--- src/rtl/tpu_command_assembler_pkg.sv ---
// Shared TPU command definitions: opcode values, command width, FSM state
// types and the opcode-to-length table used by the assembler and host model.
package tpu_command_assembler_pkg;

    localparam int TPU_CMD_WIDTH = 48;

    localparam logic [7:0] OP_CLEARSCREEN = 8'h01;
    localparam logic [7:0] OP_PRINT       = 8'h02;
    localparam logic [7:0] OP_LOCATE      = 8'h03;
    localparam logic [7:0] OP_SETATTR     = 8'h04;
    localparam logic [7:0] OP_SETMASK     = 8'h05;

    typedef enum logic [1:0] {
        A_IDLE    = 2'd0,
        A_COLLECT = 2'd1,
        A_PUSH    = 2'd2
    } asm_state_t;

    typedef enum logic [1:0] {
        D_IDLE   = 2'd0,
        D_ISSUE  = 2'd1,
        D_SETTLE = 2'd2,
        D_WAIT   = 2'd3
    } disp_state_t;

    // Total command length in bytes, opcode included. Unknown opcodes are
    // forwarded as single-byte commands.
    function automatic logic [2:0] cmd_length(input logic [7:0] opcode);
        logic [2:0] len;
        case (opcode)
            OP_CLEARSCREEN: len = 3'd1;
            OP_PRINT:       len = 3'd2;
            OP_LOCATE:      len = 3'd3;
            OP_SETATTR:     len = 3'd3;
            OP_SETMASK:     len = 3'd4;
            default:        len = 3'd1;
        endcase
        return len;
    endfunction

endpackage

--- src/rtl/tpu_cmd_fifo.sv ---
// Synchronous FIFO for packed TPU commands. DEPTH must be a power of two.
// A push into a full FIFO succeeds when a pop happens in the same cycle.
module tpu_cmd_fifo #(
    parameter int WIDTH = 48,
    parameter int DEPTH = 4
) (
    input  logic             clk,
    input  logic             rst,
    input  logic             i_push,
    input  logic [WIDTH-1:0] i_push_data,
    input  logic             i_pop,
    output logic [WIDTH-1:0] o_pop_data,
    output logic             o_full,
    output logic             o_empty
);

    localparam int AW = (DEPTH > 1) ? $clog2(DEPTH) : 1;
    localparam int CW = AW + 1;
    localparam logic [CW-1:0] FULL_CNT = CW'(DEPTH);
    localparam logic [CW-1:0] CNT_ZERO = CW'(0);
    localparam logic [CW-1:0] CNT_ONE  = CW'(1);
    localparam logic [AW-1:0] PTR_ZERO = AW'(0);
    localparam logic [AW-1:0] PTR_ONE  = AW'(1);

    logic [WIDTH-1:0] r_mem [DEPTH];
    logic [AW-1:0]    r_wr_ptr;
    logic [AW-1:0]    r_rd_ptr;
    logic [CW-1:0]    r_count;
    logic             w_push_ok;
    logic             w_pop_ok;

    assign o_full     = (r_count == FULL_CNT);
    assign o_empty    = (r_count == CNT_ZERO);
    assign w_pop_ok   = i_pop && !o_empty;
    assign w_push_ok  = i_push && (!o_full || w_pop_ok);
    assign o_pop_data = r_mem[r_rd_ptr];

    // Storage array write port; contents need no reset since the count gates reads.
    always_ff @(posedge clk) begin
        if (w_push_ok) begin
            r_mem[r_wr_ptr] <= i_push_data;
        end
    end

    // Pointer and occupancy bookkeeping.
    always_ff @(posedge clk or posedge rst) begin
        if (rst) begin
            r_wr_ptr <= PTR_ZERO;
            r_rd_ptr <= PTR_ZERO;
            r_count  <= CNT_ZERO;
        end else begin
            if (w_push_ok) begin
                r_wr_ptr <= r_wr_ptr + PTR_ONE;
            end
            if (w_pop_ok) begin
                r_rd_ptr <= r_rd_ptr + PTR_ONE;
            end
            case ({w_push_ok, w_pop_ok})
                2'b10:   r_count <= r_count + CNT_ONE;
                2'b01:   r_count <= r_count - CNT_ONE;
                default: r_count <= r_count;
            endcase
        end
    end

endmodule

--- src/rtl/tpu_command_assembler.sv ---
// Packs host bytes into 48-bit TPU commands and dispatches them to the TPU.
// Build option: define TPU_CMDQUEUE_EN to place a QUEUE_DEPTH-entry command
// FIFO between assembler and dispatcher; otherwise a single holding register.
module tpu_command_assembler
    import tpu_command_assembler_pkg::*;
#(
    parameter int BYTE_TIMEOUT = 1_000_000,
    parameter int QUEUE_DEPTH  = 4
) (
    input  logic                     clk,
    input  logic                     reset,
    input  logic                     rx_valid,
    input  logic [7:0]               rx_byte,
    output logic                     rx_ready,
    input  logic                     tpu_busy,
    output logic                     tpu_execute,
    output logic [TPU_CMD_WIDTH-1:0] tpu_command,
    output logic                     timeout_error,
    output logic [7:0]               dropped_count
);

    localparam logic [31:0] TMO_LAST = 32'(BYTE_TIMEOUT - 1);
    localparam logic        TMO_EN   = (BYTE_TIMEOUT != 0);

    asm_state_t                r_asm_state;
    logic [TPU_CMD_WIDTH-1:0]  r_asm_cmd;
    logic [2:0]                r_len;
    logic [2:0]                r_idx;
    logic [31:0]               r_tmo_cnt;
    logic                      r_timeout_error;
    logic [7:0]                r_dropped_count;

    disp_state_t               r_disp_state;
    logic                      r_execute;
    logic [TPU_CMD_WIDTH-1:0]  r_command;

    logic                      w_accept;
    logic                      w_push;
    logic                      w_pop;
    logic                      w_store_full;
    logic                      w_store_empty;
    logic [TPU_CMD_WIDTH-1:0]  w_store_data;
    logic                      w_tmo_run;
    logic                      w_tmo_hit;

    assign rx_ready  = (r_asm_state != A_PUSH) && !w_store_full;
    assign w_accept  = rx_valid && rx_ready;
    assign w_pop     = (r_disp_state == D_ISSUE);
    assign w_push    = (r_asm_state == A_PUSH) && (!w_store_full || w_pop);
    // The timeout only counts idle collect cycles in which the host could
    // have delivered a byte; a full store pauses it.
    assign w_tmo_run = TMO_EN && (r_asm_state == A_COLLECT) && !w_store_full && !w_accept;
    assign w_tmo_hit = w_tmo_run && (r_tmo_cnt == TMO_LAST);

`ifdef TPU_CMDQUEUE_EN
    tpu_cmd_fifo #(
        .WIDTH (TPU_CMD_WIDTH),
        .DEPTH (QUEUE_DEPTH)
    ) u_cmd_fifo (
        .clk         (clk),
        .rst         (reset),
        .i_push      (w_push),
        .i_push_data (r_asm_cmd),
        .i_pop       (w_pop),
        .o_pop_data  (w_store_data),
        .o_full      (w_store_full),
        .o_empty     (w_store_empty)
    );
`else
    logic                     r_hold_valid;
    logic [TPU_CMD_WIDTH-1:0] r_hold_cmd;
    logic [4:0]               w_unused_depth;

    assign w_unused_depth = 5'(QUEUE_DEPTH);
    assign w_store_full   = r_hold_valid;
    assign w_store_empty  = !r_hold_valid;
    assign w_store_data   = r_hold_cmd;

    // Single-entry holding register; a push in the pop cycle keeps it valid.
    always_ff @(posedge clk or posedge reset) begin
        if (reset) begin
            r_hold_valid <= 1'b0;
            r_hold_cmd   <= {TPU_CMD_WIDTH{1'b0}};
        end else if (w_push) begin
            r_hold_valid <= 1'b1;
            r_hold_cmd   <= r_asm_cmd;
        end else if (w_pop) begin
            r_hold_valid <= 1'b0;
        end else begin
            r_hold_valid <= r_hold_valid;
        end
    end
`endif

    // Assembler FSM: opcode capture, parameter collection, timeout drop, push.
    always_ff @(posedge clk or posedge reset) begin
        if (reset) begin
            r_asm_state     <= A_IDLE;
            r_asm_cmd       <= {TPU_CMD_WIDTH{1'b0}};
            r_len           <= 3'd1;
            r_idx           <= 3'd0;
            r_tmo_cnt       <= 32'd0;
            r_timeout_error <= 1'b0;
            r_dropped_count <= 8'd0;
        end else begin
            r_timeout_error <= 1'b0;
            case (r_asm_state)
                A_IDLE: begin
                    r_tmo_cnt <= 32'd0;
                    if (w_accept) begin
                        r_asm_cmd <= {40'd0, rx_byte};
                        r_len     <= cmd_length(rx_byte);
                        if (cmd_length(rx_byte) == 3'd1) begin
                            r_asm_state <= A_PUSH;
                        end else begin
                            r_idx       <= 3'd1;
                            r_asm_state <= A_COLLECT;
                        end
                    end
                end
                A_COLLECT: begin
                    if (w_accept) begin
                        r_asm_cmd[{r_idx, 3'b000} +: 8] <= rx_byte;
                        r_tmo_cnt <= 32'd0;
                        if (r_idx == r_len - 3'd1) begin
                            r_idx       <= 3'd0;
                            r_asm_state <= A_PUSH;
                        end else begin
                            r_idx <= r_idx + 3'd1;
                        end
                    end else if (w_tmo_hit) begin
                        r_asm_state     <= A_IDLE;
                        r_asm_cmd       <= {TPU_CMD_WIDTH{1'b0}};
                        r_idx           <= 3'd0;
                        r_tmo_cnt       <= 32'd0;
                        r_timeout_error <= 1'b1;
                        if (r_dropped_count != 8'hFF) begin
                            r_dropped_count <= r_dropped_count + 8'd1;
                        end
                    end else if (w_tmo_run) begin
                        r_tmo_cnt <= r_tmo_cnt + 32'd1;
                    end
                end
                A_PUSH: begin
                    if (w_push) begin
                        r_asm_state <= A_IDLE;
                    end
                end
                default: begin
                    r_asm_state <= A_IDLE;
                end
            endcase
        end
    end

    // Dispatcher FSM: issue one command per execute strobe and wait out busy.
    always_ff @(posedge clk or posedge reset) begin
        if (reset) begin
            r_disp_state <= D_IDLE;
            r_execute    <= 1'b0;
            r_command    <= {TPU_CMD_WIDTH{1'b0}};
        end else begin
            r_execute <= 1'b0;
            case (r_disp_state)
                D_IDLE: begin
                    if (!w_store_empty && !tpu_busy) begin
                        r_disp_state <= D_ISSUE;
                        r_execute    <= 1'b1;
                        r_command    <= w_store_data;
                    end
                end
                D_ISSUE:  r_disp_state <= D_SETTLE;
                // TPU raises busy one cycle after execute, so skip a cycle before looking.
                D_SETTLE: r_disp_state <= D_WAIT;
                D_WAIT: begin
                    if (!tpu_busy) begin
                        r_disp_state <= D_IDLE;
                    end
                end
                default: r_disp_state <= D_IDLE;
            endcase
        end
    end

    assign tpu_execute   = r_execute;
    assign tpu_command   = r_command;
    assign timeout_error = r_timeout_error;
    assign dropped_count = r_dropped_count;

endmodule
--- config.mk ---
export PLATFORM = sky130hd
export DESIGN_NAME = tpu_command_assembler
export DESIGN_NICKNAME = d
export VERILOG_FILES = /design/src/rtl/tpu_command_assembler_pkg.sv /design/src/rtl/tpu_cmd_fifo.sv /design/src/rtl/tpu_command_assembler.sv
export SDC_FILE = /design/constraint.sdc
export NUM_CORES = 1
export LEC_CHECK = 0
export BUFFER_PORTS_ARGS = -buffer_cell sky130_fd_sc_hd__buf_2
export CORE_ASPECT_RATIO = 0.6
export CORE_MARGIN = 2
export CORE_UTILIZATION = 30
export DETAILED_ROUTE_END_ITERATION = 8
export GPL_TIMING_DRIVEN = 0
export PLACE_DENSITY = 0.5
export REMOVE_ABC_BUFFERS = 1
export SLEW_MARGIN = 20
export SYNTH_ARGS = -nofsm -noshare
export SYNTH_HDL_FRONTEND = slang
export SYNTH_SLANG_ARGS = --single-unit
--- constraint.sdc ---
create_clock -name clk -period 11.6 [get_ports clk]
set_input_delay 0.58 -clock clk [delete_from_list [all_inputs] [get_ports clk]]
set_output_delay 0.58 -clock clk [all_outputs]
set_load 0.02 [all_outputs]
==> results of run 1 <==
-- layout make-up --
| class | count | area (sq um) |
|---|---|---|
| repair buffers | 75 | 448 |
| fillers | 2722 | 17700 |
| clock inverters | 11 | 174 |
| flip-flops and latches | 197 | 4930 |
| multi-input cells | 427 | 3470 |
| inverters | 18 | 75.1 |
| well taps | 367 | 459 |
| clock buffers | 21 | 470 |
-- cells in the mapped netlist, types with 5 or more instances --
cell / count / area share
a22o_1: 31 / 0.032
and3_1: 5 / 0.0037
a21oi_1: 11 / 0.0064
a32oi_1: 8 / 0.0082
nand3_1: 26 / 0.015
xnor2_1: 24 / 0.025
clkbuf_1: 20 / 0.0088
nor4_2: 5 / 0.0073
o21ai_0: 8 / 0.0047
inv_1: 16 / 0.0070
mux2_2: 97 / 0.13
nor2_1: 42 / 0.018
ha_1: 14 / 0.021
xor2_1: 13 / 0.013
nand4_1: 24 / 0.018
nor4_1: 9 / 0.0066
a32o_1: 9 / 0.011
nand2_1: 34 / 0.015
nor3_1: 8 / 0.0047
dfrtp_1: 196 / 0.57
-- worst register-to-register path, stage by stage (launching register included) --
cell      delay, ps
dfrtp_1         650
nor2b_1         600
o311ai_0        460
nor4_2          980
nand4_1         220
xnor2_1         170
-- power groups by stage --
stage	Combinational (uW)	Clock, uW	Sequential (uW)
finish	326	643	752
CTS	332	663	752
floorplan	223	0	759
global placement	314	0	765
global route	363	691	758
detailed placement	331	0	765
-- flip-flops by register name (all words and copies together), names as in the netlist, 2 cells and up --
name and flops:
dropped_count 8, r_disp_state 2, r_len 3, tpu_command 48, r_asm_cmd 48, r_hold_cmd 48, r_tmo_cnt 32, r_asm_state 2
r_idx 3
-- metrics by stage --
step | utilization | std cells | cell area [sq um] | setup WS, ps | total power (uW)
floorplan | - | 642 | 8420 | 5650 | 981
global placement | 0.333 | 1079 | 9230 | 2990 | 1080
detailed placement | 0.338 | 1084 | 9380 | 8510 | 1100
CTS | 0.361 | 1116 | 10000 | 8460 | 1750
global route | 0.361 | 1116 | 10000 | 8210 | 1810
finish | 0.361 | 1116 | 10000 | 8410 | 1720
-- per-layer routing --
metal  vias up  wire length [microns]
met1      2756                  10800
met5         -                     13
met3        19                    720
met2       100                   7300
met4         2                    281
li1       2572                      -
-- logic make-up after synthesis --
family | share of synthesized area
AO/OA/AOI/OAI | 0.0833
multiplexers | 0.130
XOR/XNOR | 0.0408
AND/OR/NAND/NOR | 0.126
flip-flops | 0.578
adder cells (fa/ha/maj) | 0.0205
buffers and inverters | 0.0211
-- worst min path at each step --
stage	slack, ps	endpoint
global placement	470	r_len[1]
finish	260	tpu_command[3]
global route	300	tpu_command[2]
floorplan	450	r_len[1]
CTS	280	r_hold_cmd[30]
detailed placement	480	r_asm_cmd[14]
==> impl_metrics.py, run 1 <==
metrics = {
    "run_status": {
        "status": "finished with violations",
        "violations": "DRC",
    },
    "critical_path": {
        "cp_cell_sequence": "nor2b_1 -> o311ai_0 -> nor4_2 -> nand4_1 -> xnor2_1",
        "cp_slowest_cell": "nor4_2",
        "worstSetupEndpoint": "dropped_count[6]",
        "cp-start-kind": "flip-flop",
        "worst-setup-path-type": "reg2reg",
        "rr_worst_depth": 5,
        "r2r_end": "dropped_count[6]",
        "path_depth": 5,
        "slowest_delay_ps": 980,
        "r2r-start": "r_asm_state[1]",
        "crit_fanout": 21,
        "crit_buf_inv": 0,
        "crit_arrival_ps": 3520,
        "worst_ep_required_time_ps": 11930,
        "r2r_setup_slack_ps": 8410,
        "path_delay_family": "simple AND/OR/NAND/NOR gates",
        "crit_path_end_kind": "flip-flop",
        "critPathLaunch": "r_asm_state[1]",
    },
    "layout": {
        "final_common_cell": "dfrtp_1",
        "layout_common_cells": "dfrtp_1, mux2_2, buf_2",
        "syn_to_final_growth_pct": 17.4,
        "antenna_cells": 0,
        "fin_nets": 762,
        "drive_above_1_share": 0.308,
    },
    "global_routing": {
        "first_global_vias": 5444,
        "antenna_found_initial": 1,
        "grt_usage": 0.138,
        "grt_remaining_overflow": 0,
        "grt_first_pass_wirelength_microns": 31800,
        "met1_usage": 0.222,
        "gr-max-usage-layer": "met1",
        "met3_usage": 0.0296,
        "grt_max_degree": 101,
        "use_met2": 0.175,
    },
    "placed_design": {
        "port_buffers": 70,
        "gp_congestion": 0.798,
        "place_hpwl_microns": 12800,
    },
    "sta": {
        "worst_slew_pin_slew_ps": 1020,
        "period_share": 0.275,
        "finalSetupViolCount": 0,
        "maxSlewViolCount": 0,
        "finalCriticalPeriod_ps": 3190,
        "finalHoldViolations": 0,
        "rsz0062_at_grt": "false",
        "slew_headroom": 0.314,
        "holdWs_ps": 259,
        "max_freq_mhz": 313,
        "setup_tns_ps": 0,
        "finClkSkew_ps": 8.49,
    },
    "floorplan": {
        "core_sq_um": 27800,
        "rows": 47,
        "die_area_sq_um": 29900,
        "io_pins": 71,
        "die_x_microns": 222,
        "die_h_microns": 135,
        "initial_core_util": 0.308,
    },
    "synth": {
        "ys_ff_latch": 197,
        "yosysSeqAreaShare": 0.578,
        "syn_area_sq_um": 8540,
        "synth_cell_types": 61,
        "async_flop_share": 1.00,
        "synthCells": 669,
        "synth_top_flop_cell": "dfrtp_1",
        "synth_enable_flop_cells": 0,
        "yosys_warnings": 0,
        "syn_area_per_cell_sq_um": 12.8,
    },
    "drt": {
        "viasPerCell": 4.88,
        "drt_pass1_iterations": 7,
        "dr.first_iter.drc_count": 332,
        "wirelength_microns": 19100,
        "avgRoutedWirePerCell_microns": 17.2,
        "vias": 5449,
        "ant_nets": 0,
        "drc": 5,
    },
    "flow_run": {
        "maxCapViolations": 0,
    },
    "power_and_ir_drop": {
        "p_leak_uw": 0.00460,
        "p_per_area_nw_per_um2": 172,
        "internal_power_uw": 1220,
        "switching_power_uw": 505,
        "peakVddDrop_mv": 0.0898,
        "pwr-share-comb": 0.189,
        "switching_share": 0.294,
        "clkPwrFrac": 0.374,
        "seq_power_share": 0.437,
    },
    "clock_network": {
        "cts_buffer_depth": 2,
        "ctsResizeCount": 0,
        "postCtsHoldBufs": 0,
        "cts-root-buf": "clkbuf_16",
        "clk_transition_reported_paths_ps": 70,
        "insertion_delay_ps": 440,
        "post_cts_buffers": 0,
        "htreeDepth": 4,
        "numCtsBuffers": 17,
        "clock_sinks": 197,
        "cts_tree": "built",
    },
    "min_path": {
        "holdCritPathClass": "in2async",
    },
}
Power figures use the tool's default switching activity.
==> run 2: changes to the inputs <==
--- a/config.mk
+++ b/config.mk
@@ -5,13 +5,14 @@
 export SDC_FILE = /design/constraint.sdc
 export NUM_CORES = 1
 export LEC_CHECK = 0
+export ABC_AREA = 1
 export BUFFER_PORTS_ARGS = -buffer_cell sky130_fd_sc_hd__buf_2
 export CORE_ASPECT_RATIO = 0.6
 export CORE_MARGIN = 2
 export CORE_UTILIZATION = 30
 export DETAILED_ROUTE_END_ITERATION = 8
 export GPL_TIMING_DRIVEN = 0
-export PLACE_DENSITY = 0.5
+export PLACE_DENSITY = 0.51
 export REMOVE_ABC_BUFFERS = 1
 export SLEW_MARGIN = 20
 export SYNTH_ARGS = -nofsm -noshare
==> constraint.sdc (replaced) <==
create_clock -name clk -period 2.55 [get_ports clk]
set_input_delay 0.1275 -clock clk [delete_from_list [all_inputs] [get_ports clk]]
set_output_delay 0.1275 -clock clk [all_outputs]
set_load 0.02 [all_outputs]
==> run 2 against run 1 <==
Compared with the run above: the run now ends clean; power grew to 5.2 times the previous value; non-clock buffer count is 11 higher; clock skew is 6.4 ps higher; sequential cell count stayed put; critical path type unchanged; die area is 7.8% higher; register-to-register slack worse by 8200 ps.
==> impl_metrics.py, run 2 <==
metrics = {
    "clock_network": {
        "cts-root-buf": "clkbuf_16",
        "numCtsBuffers": 17,
        "cts_buffer_depth": 2,
        "cts_tree": "built",
        "insertion_delay_ps": 450,
        "clock_sinks": 197,
        "clk_transition_reported_paths_ps": 70,
        "htreeDepth": 4,
    },
    "layout": {
        "final_util": 0.360,
        "drive_above_1_share": 0.152,
        "nFillCells": 3164,
        "fin_cells": 1615,
        "layout_common_cells": "nand2_1, dfrtp_1, nor2_1",
        "antenna_cells": 0,
        "syn_to_final_growth_pct": 17.5,
        "final_common_cell": "nand2_1",
        "fin_nets": 1221,
        "design_area_sq_um": 10800,
    },
    "power_and_ir_drop": {
        "pwr-share-comb": 0.269,
        "switching_power_uw": 3100,
        "seq_power_share": 0.419,
        "switching_share": 0.348,
        "p_per_area_nw_per_um2": 823,
        "clkPwrFrac": 0.312,
        "internal_power_uw": 5810,
        "p_leak_uw": 0.00578,
        "peakVddDrop_mv": 0.456,
    },
    "synth": {
        "ys_ff_latch": 197,
        "synthTopCellsByCount": "nand2_1, dfrtp_1, nor2_1",
        "syn_area_per_cell_sq_um": 8.27,
        "ys_top_cells_by_area": "dfrtp_1, nand2_1, nor2_1",
        "synthCells": 1114,
        "yosysMostFrequentCell": "nand2_1",
        "yosysSeqAreaShare": 0.535,
        "async_flop_share": 1.00,
        "yosys_warnings": 0,
        "yosysTopAreaCellShare": 0.532,
        "synthXorXnorAreaFrac": 0.0181,
        "synth_top_area_cell": "dfrtp_1",
        "synth_simple_gate_area_frac": 0.295,
        "synth_top_flop_cell": "dfrtp_1",
        "muxShareOfSynthArea": 0.0428,
        "synth_enable_flop_cells": 0,
        "synthAdderAreaFrac": 0.0190,
        "syn_area_sq_um": 9220,
        "synth_cell_types": 30,
        "synth_compound_area_frac": 0.0281,
        "synth_top_family_by_area": "simple AND/OR/NAND/NOR gates",
    },
    "global_routing": {
        "first_global_vias": 6831,
        "grt_remaining_overflow": 0,
        "grt_first_pass_wirelength_microns": 37900,
        "grt_usage": 0.150,
        "antenna_found_initial": 0,
        "grt_max_degree": 100,
    },
    "floorplan": {
        "io_pins": 71,
        "core_sq_um": 30100,
        "initial_core_util": 0.306,
        "die_x_microns": 230,
        "die_h_microns": 140,
        "rows": 49,
        "die_area_sq_um": 32200,
    },
    "placed_design": {
        "gp_congestion": 0.836,
        "dpl.cell_count": 1570,
        "place_hpwl_microns": 16100,
        "dpl_cell_area_sq_um": 10100,
        "port_buffers": 70,
    },
    "drt": {
        "wirelength_microns": 23200,
        "vias": 7277,
        "drc": 0,
        "viasPerCell": 4.51,
        "ant_nets": 0,
        "drt_pass1_iterations": 5,
        "dr.first_iter.drc_count": 546,
        "avgRoutedWirePerCell_microns": 14.3,
    },
    "sta": {
        "worst_slew_pin_slew_ps": 846,
        "rsz0062_at_grt": "true",
        "finClkSkew_ps": 14.9,
        "finalSetupViolCount": 0,
        "period_share": 0.908,
        "finalCriticalPeriod_ps": 2320,
        "max_freq_mhz": 432,
        "finalHoldViolations": 0,
        "slew_headroom": 0.432,
        "holdWs_ps": 40.1,
        "maxSlewViolCount": 0,
    },
    "critical_path": {
        "cp-start-kind": "flip-flop",
        "crit_fanout": 26,
        "slowest_delay_ps": 480,
        "cpMostUsedCell": "nand2_1",
        "worst_ep_required_time_ps": 2890,
        "crit_path_end_kind": "flip-flop",
        "cp_cell_sequence": "inv_2 -> nand2_1 -> nand2_1 -> nor2_4 -> inv_2 -> nand2_1 -> inv_2 -> nand2_4 -> nand3_1 -> nand2_1 -> nand2_1",
        "crit_arrival_ps": 2650,
        "worst-setup-path-type": "reg2reg",
        "cp_slowest_cell": "dfrtp_1",
    },
    "run_status": {
        "status": "completed",
    },
    "min_path": {
        "holdCritPathClass": "in2reg",
    },
    "flow_run": {
        "maxCapViolations": 0,
    },
}
-- run 2: cell count changes after synthesis, moves of 19 or more --
| cell | change |
|---|---|
| nand3_1 | +36 |
| inv_1 | +86 |
| a22o_1 | -31 |
| nand2_1 | +363 |
| xnor2_1 | -19 |
| nor2_1 | +89 |
| mux2_2 | -62 |
-- run 2: power groups by stage --
| stage | sequential, uW | combinational [uW] | clock [uW] |
|---|---|---|---|
| after floorplan | 3870 | 1450 | 0 |
| after global placement | 3780 | 2250 | 0 |
| after detailed placement | 3770 | 2320 | 0 |
| after CTS | 3720 | 2360 | 2890 |
| after global routing | 3790 | 2730 | 3030 |
| final | 3730 | 2400 | 2780 |
-- run 2: final timing paths --
path	from	end	slack (ps)	cells past startpoint
worst max-delay path	r_asm_state[0]	r_asm_cmd[40]	230	11
worst min-delay path	rx_byte[0]	r_asm_cmd[24]	40	3
worst max register to register	r_asm_state[0]	r_asm_cmd[40]	230	11
worst min register to register	tpu_command[32]	tpu_command[32]	460	2
max in group asynchronous	reset	dropped_count[2]	1280	5
min in group asynchronous	reset	tpu_command[26]	150	3
-- run 2: what timing repair did --
item	in CTS	in global routing
gates cloned	0	2
gates resized for setup	3	9
setup endpoints to repair	58	106
setup buffers	0	8
hold endpoints to repair	123	0
pin swaps	0	1
hold buffers	4	0
-- run 2: area by class of cell --
type | instances | area [sq um] | area share
Timing Repair Buffer | 86 | 546 | 0.0504
Sequential cell | 197 | 4930 | 0.455
Clock inverter | 11 | 153 | 0.0141
Timing Repair inverter | 1 | 5.00 | 0.000462
Clock buffer | 20 | 447 | 0.0412
Tap cell | 408 | 510 | 0.0471
Inverter | 118 | 462 | 0.0426
Multi-Input combinational cell | 774 | 3780 | 0.349
-- run 2: kinds of logic after synthesis --
kind of cell | Yosys count
flops | 197
buf+inv | 144
compound gates | 49
simple gates | 656
mux | 35
xor+xnor | 19
fa+ha+maj | 14
-- run 2: per-stage QoR --
step / TNS (ps) / setup WS (ps) / power [uW]
2_1_floorplan: -592480 / -2940 / 5330
3_3_place_gp: -1237290 / -5560 / 6030
3_5_place_dp: -2400 / -183 / 6090
4_1_cts: 0 / 5.80 / 8970
5_1_grt: 0 / 3.65 / 9560
6_report: 0 / 234 / 8920
-- run 2: critical path: cells and delay by family (launching register included) --
kind / cells / cell delay [ps]
AND/OR/NAND/NOR: 8 / 1380
buffers and inverters: 3 / 320
flip-flops: 1 / 480
-- run 2: routing by layer --
layer,share of wire,global-route usage,vias to the layer above
met1,0.57,0.249,3418
met4,0.0052,0.0319,0
met3,0.059,0.0377,10
met2,0.37,0.189,160
li1,-,-,3689
met5,0,0,-
==> run 3: changes to the inputs <==
--- a/config.mk
+++ b/config.mk
@@ -13,6 +13,7 @@
 export DETAILED_ROUTE_END_ITERATION = 8
 export GPL_TIMING_DRIVEN = 0
 export PLACE_DENSITY = 0.51
+export RECOVER_POWER = 25
 export REMOVE_ABC_BUFFERS = 1
 export SLEW_MARGIN = 20
 export SYNTH_ARGS = -nofsm -noshare
==> run 3 against run 2 <==
Compared with the run above: sequential share of layout area is essentially flat; via count did not move; critical path type unchanged; largest cell class unchanged; fmax is 0.38% higher; die area stayed put; power is essentially flat; global-route usage did not move; cell area hardly changed; sequential cell count stayed put; highest routed layer unchanged; first-iteration DRC count decreased by 0.18%.
==> impl_metrics.py, run 3 (synthesized netlist as in run 2, its figures left out) <==
metrics = {
    "critical_path": {
        "r2r_setup_slack_ps": 240,
        "crit_fanout": 26,
        "rr_worst_depth": 11,
        "crit_arrival_ps": 2650,
        "worst_ep_required_time_ps": 2890,
        "crit_buf_inv": 3,
        "worst-setup-path-type": "reg2reg",
        "cpMostUsedCell": "nand2_1",
        "r2r_end": "r_asm_cmd[40]",
        "crit_path_end_kind": "flip-flop",
        "slowest_delay_ps": 490,
        "cp-start-kind": "flip-flop",
        "r2r-start": "r_asm_state[0]",
        "cp_slowest_cell": "dfrtp_1",
        "path_delay_family": "simple AND/OR/NAND/NOR gates",
        "cp_cell_sequence": "inv_2 -> nand2_1 -> nand2_1 -> nor2_4 -> inv_2 -> nand2_1 -> inv_2 -> nand2_4 -> nand3_1 -> nand2_1 -> nand2_1",
    },
    "sta": {
        "holdWs_ps": 43.3,
        "period_share": 0.905,
        "finalCriticalPeriod_ps": 2310,
        "finClkSkew_ps": 14.7,
        "finalSetupViolCount": 0,
        "rsz0062_at_grt": "true",
        "max_freq_mhz": 433,
        "slew_headroom": 0.325,
        "maxSlewViolCount": 0,
        "finalHoldViolations": 0,
        "worst_slew_pin_slew_ps": 1010,
        "layout_setup_ws_ps": 242,
    },
    "clock_network": {
        "clock_sinks": 197,
        "cts-root-buf": "clkbuf_16",
        "numCtsBuffers": 17,
        "cts_tree": "built",
        "insertion_delay_ps": 450,
        "cts_buffer_depth": 2,
        "clk_transition_reported_paths_ps": 70,
        "htreeDepth": 4,
    },
    "floorplan": {
        "io_pins": 71,
        "core_sq_um": 30100,
        "die_h_microns": 140,
        "die_area_sq_um": 32200,
        "initial_core_util": 0.306,
        "die_x_microns": 230,
        "rows": 49,
    },
    "layout": {
        "syn_to_final_growth_pct": 17.4,
        "antenna_cells": 0,
        "fin_nets": 1221,
        "drive_above_1_share": 0.151,
        "final_common_cell": "nand2_1",
        "layout_common_cells": "nand2_1, dfrtp_1, nor2_1",
        "final_util": 0.360,
        "nFillCells": 3163,
    },
    "power_and_ir_drop": {
        "p_per_area_nw_per_um2": 824,
        "pwr-share-comb": 0.269,
        "seq_power_share": 0.419,
        "switching_power_uw": 3110,
        "p_leak_uw": 0.00577,
        "total_power_uw": 8920,
        "internal_power_uw": 5810,
        "peakVddDrop_mv": 0.457,
        "clkPwrFrac": 0.312,
        "switching_share": 0.348,
    },
    "drt": {
        "ant_nets": 0,
        "viasPerCell": 4.51,
        "vias": 7277,
        "dr.first_iter.drc_count": 545,
        "drc": 0,
        "avgRoutedWirePerCell_microns": 14.4,
        "wirelength_microns": 23200,
        "drt_pass1_iterations": 5,
    },
    "placed_design": {
        "gp_congestion": 0.836,
        "pre_cts_ws_ps": -183,
        "place_hpwl_microns": 16100,
        "port_buffers": 70,
    },
    "run_status": {
        "status": "completed",
    },
    "global_routing": {
        "first_global_vias": 6831,
        "grt_remaining_overflow": 0,
        "grt_usage": 0.150,
        "antenna_found_initial": 0,
        "grt_first_pass_wirelength_microns": 37900,
        "grt_max_degree": 100,
    },
    "min_path": {
        "hold_depth": 3,
        "min_to": "r_asm_cmd[36]",
        "holdCritPathClass": "in2reg",
        "hp-start": "rx_byte[4]",
    },
    "flow_run": {
        "maxCapViolations": 0,
    },
}
==> run 3: cell type report <==
type	count	area, sq um	share of cell area
clock buffers	20	447	0.0413
clock inverters	11	153	0.0141
inverters	118	455	0.0421
multi-input cells	774	3780	0.349
flip-flops and latches	197	4930	0.456
well taps	408	510	0.0472
repair buffers	86	544	0.0503
repair inverters	1	5.00	0.000462
==> run 3: metal layers <==
metal  vias to the layer above  GRT usage  routed length [microns]
met5                         -          0                        0
met4                         0     0.0319                      121
met3                        10     0.0377                     1320
met2                       158      0.189                     8540
met1                      3421      0.249                    13200
li1                       3688          -                        -
==> run 3: worst register-to-register path, delay by kind of cell (launching register included) <==
family | cells | cell delay [ps]
buffers and inverters | 3 | 320
DFF | 1 | 490
and+or+nand+nor | 8 | 1390
==> run 3: through the flow <==
step                      std cells  instance area (sq um)  setup TNS [ps]
after CTS                      1605                  10700               0
final                          1615                  10800               0
after global routing           1615                  10800               0
after detailed placement       1570                  10100           -2400
after global placement         1566                   9950        -1237290
after floorplan                1088                   9090         -592480
==> run 3: power groups by stage <==
stage / clock network (uW) / logic (uW) / registers (uW)
CTS: 2890 / 2360 / 3720
global route: 3030 / 2730 / 3790
finish: 2780 / 2400 / 3730
floorplan: 0 / 1450 / 3870
detailed placement: 0 / 2320 / 3770
global placement: 0 / 2250 / 3780
==> run 3: how the worst max path moves through the flow <==
| stage | from | depth (start not counted) | slack (ps) | endpoint |
|---|---|---|---|---|
| after global routing | r_asm_state[0] | 11 | 4 | r_asm_cmd[42] |
| final | r_asm_state[0] | 11 | 240 | r_asm_cmd[40] |
| after detailed placement | r_asm_state[0] | 9 | -180 | r_asm_cmd[34] |
| after floorplan | reset | 1 | -2940 | dropped_count[0] |
| after CTS | r_asm_state[0] | 11 | 6 | r_tmo_cnt[28] |
| after global placement | reset | 2 | -5560 | tpu_command[18] |
==> run 3: what timing repair did <==
| action | in CTS | in global routing |
|---|---|---|
| endpoints found under the hold margin | 123 | 0 |
| pin swaps | 0 | 1 |
| buffers inserted | 0 | 8 |
| hold buffers | 4 | 0 |
| cloned | 0 | 2 |
| gates resized for setup | 3 | 9 |
| setup endpoints to repair | 58 | 106 |
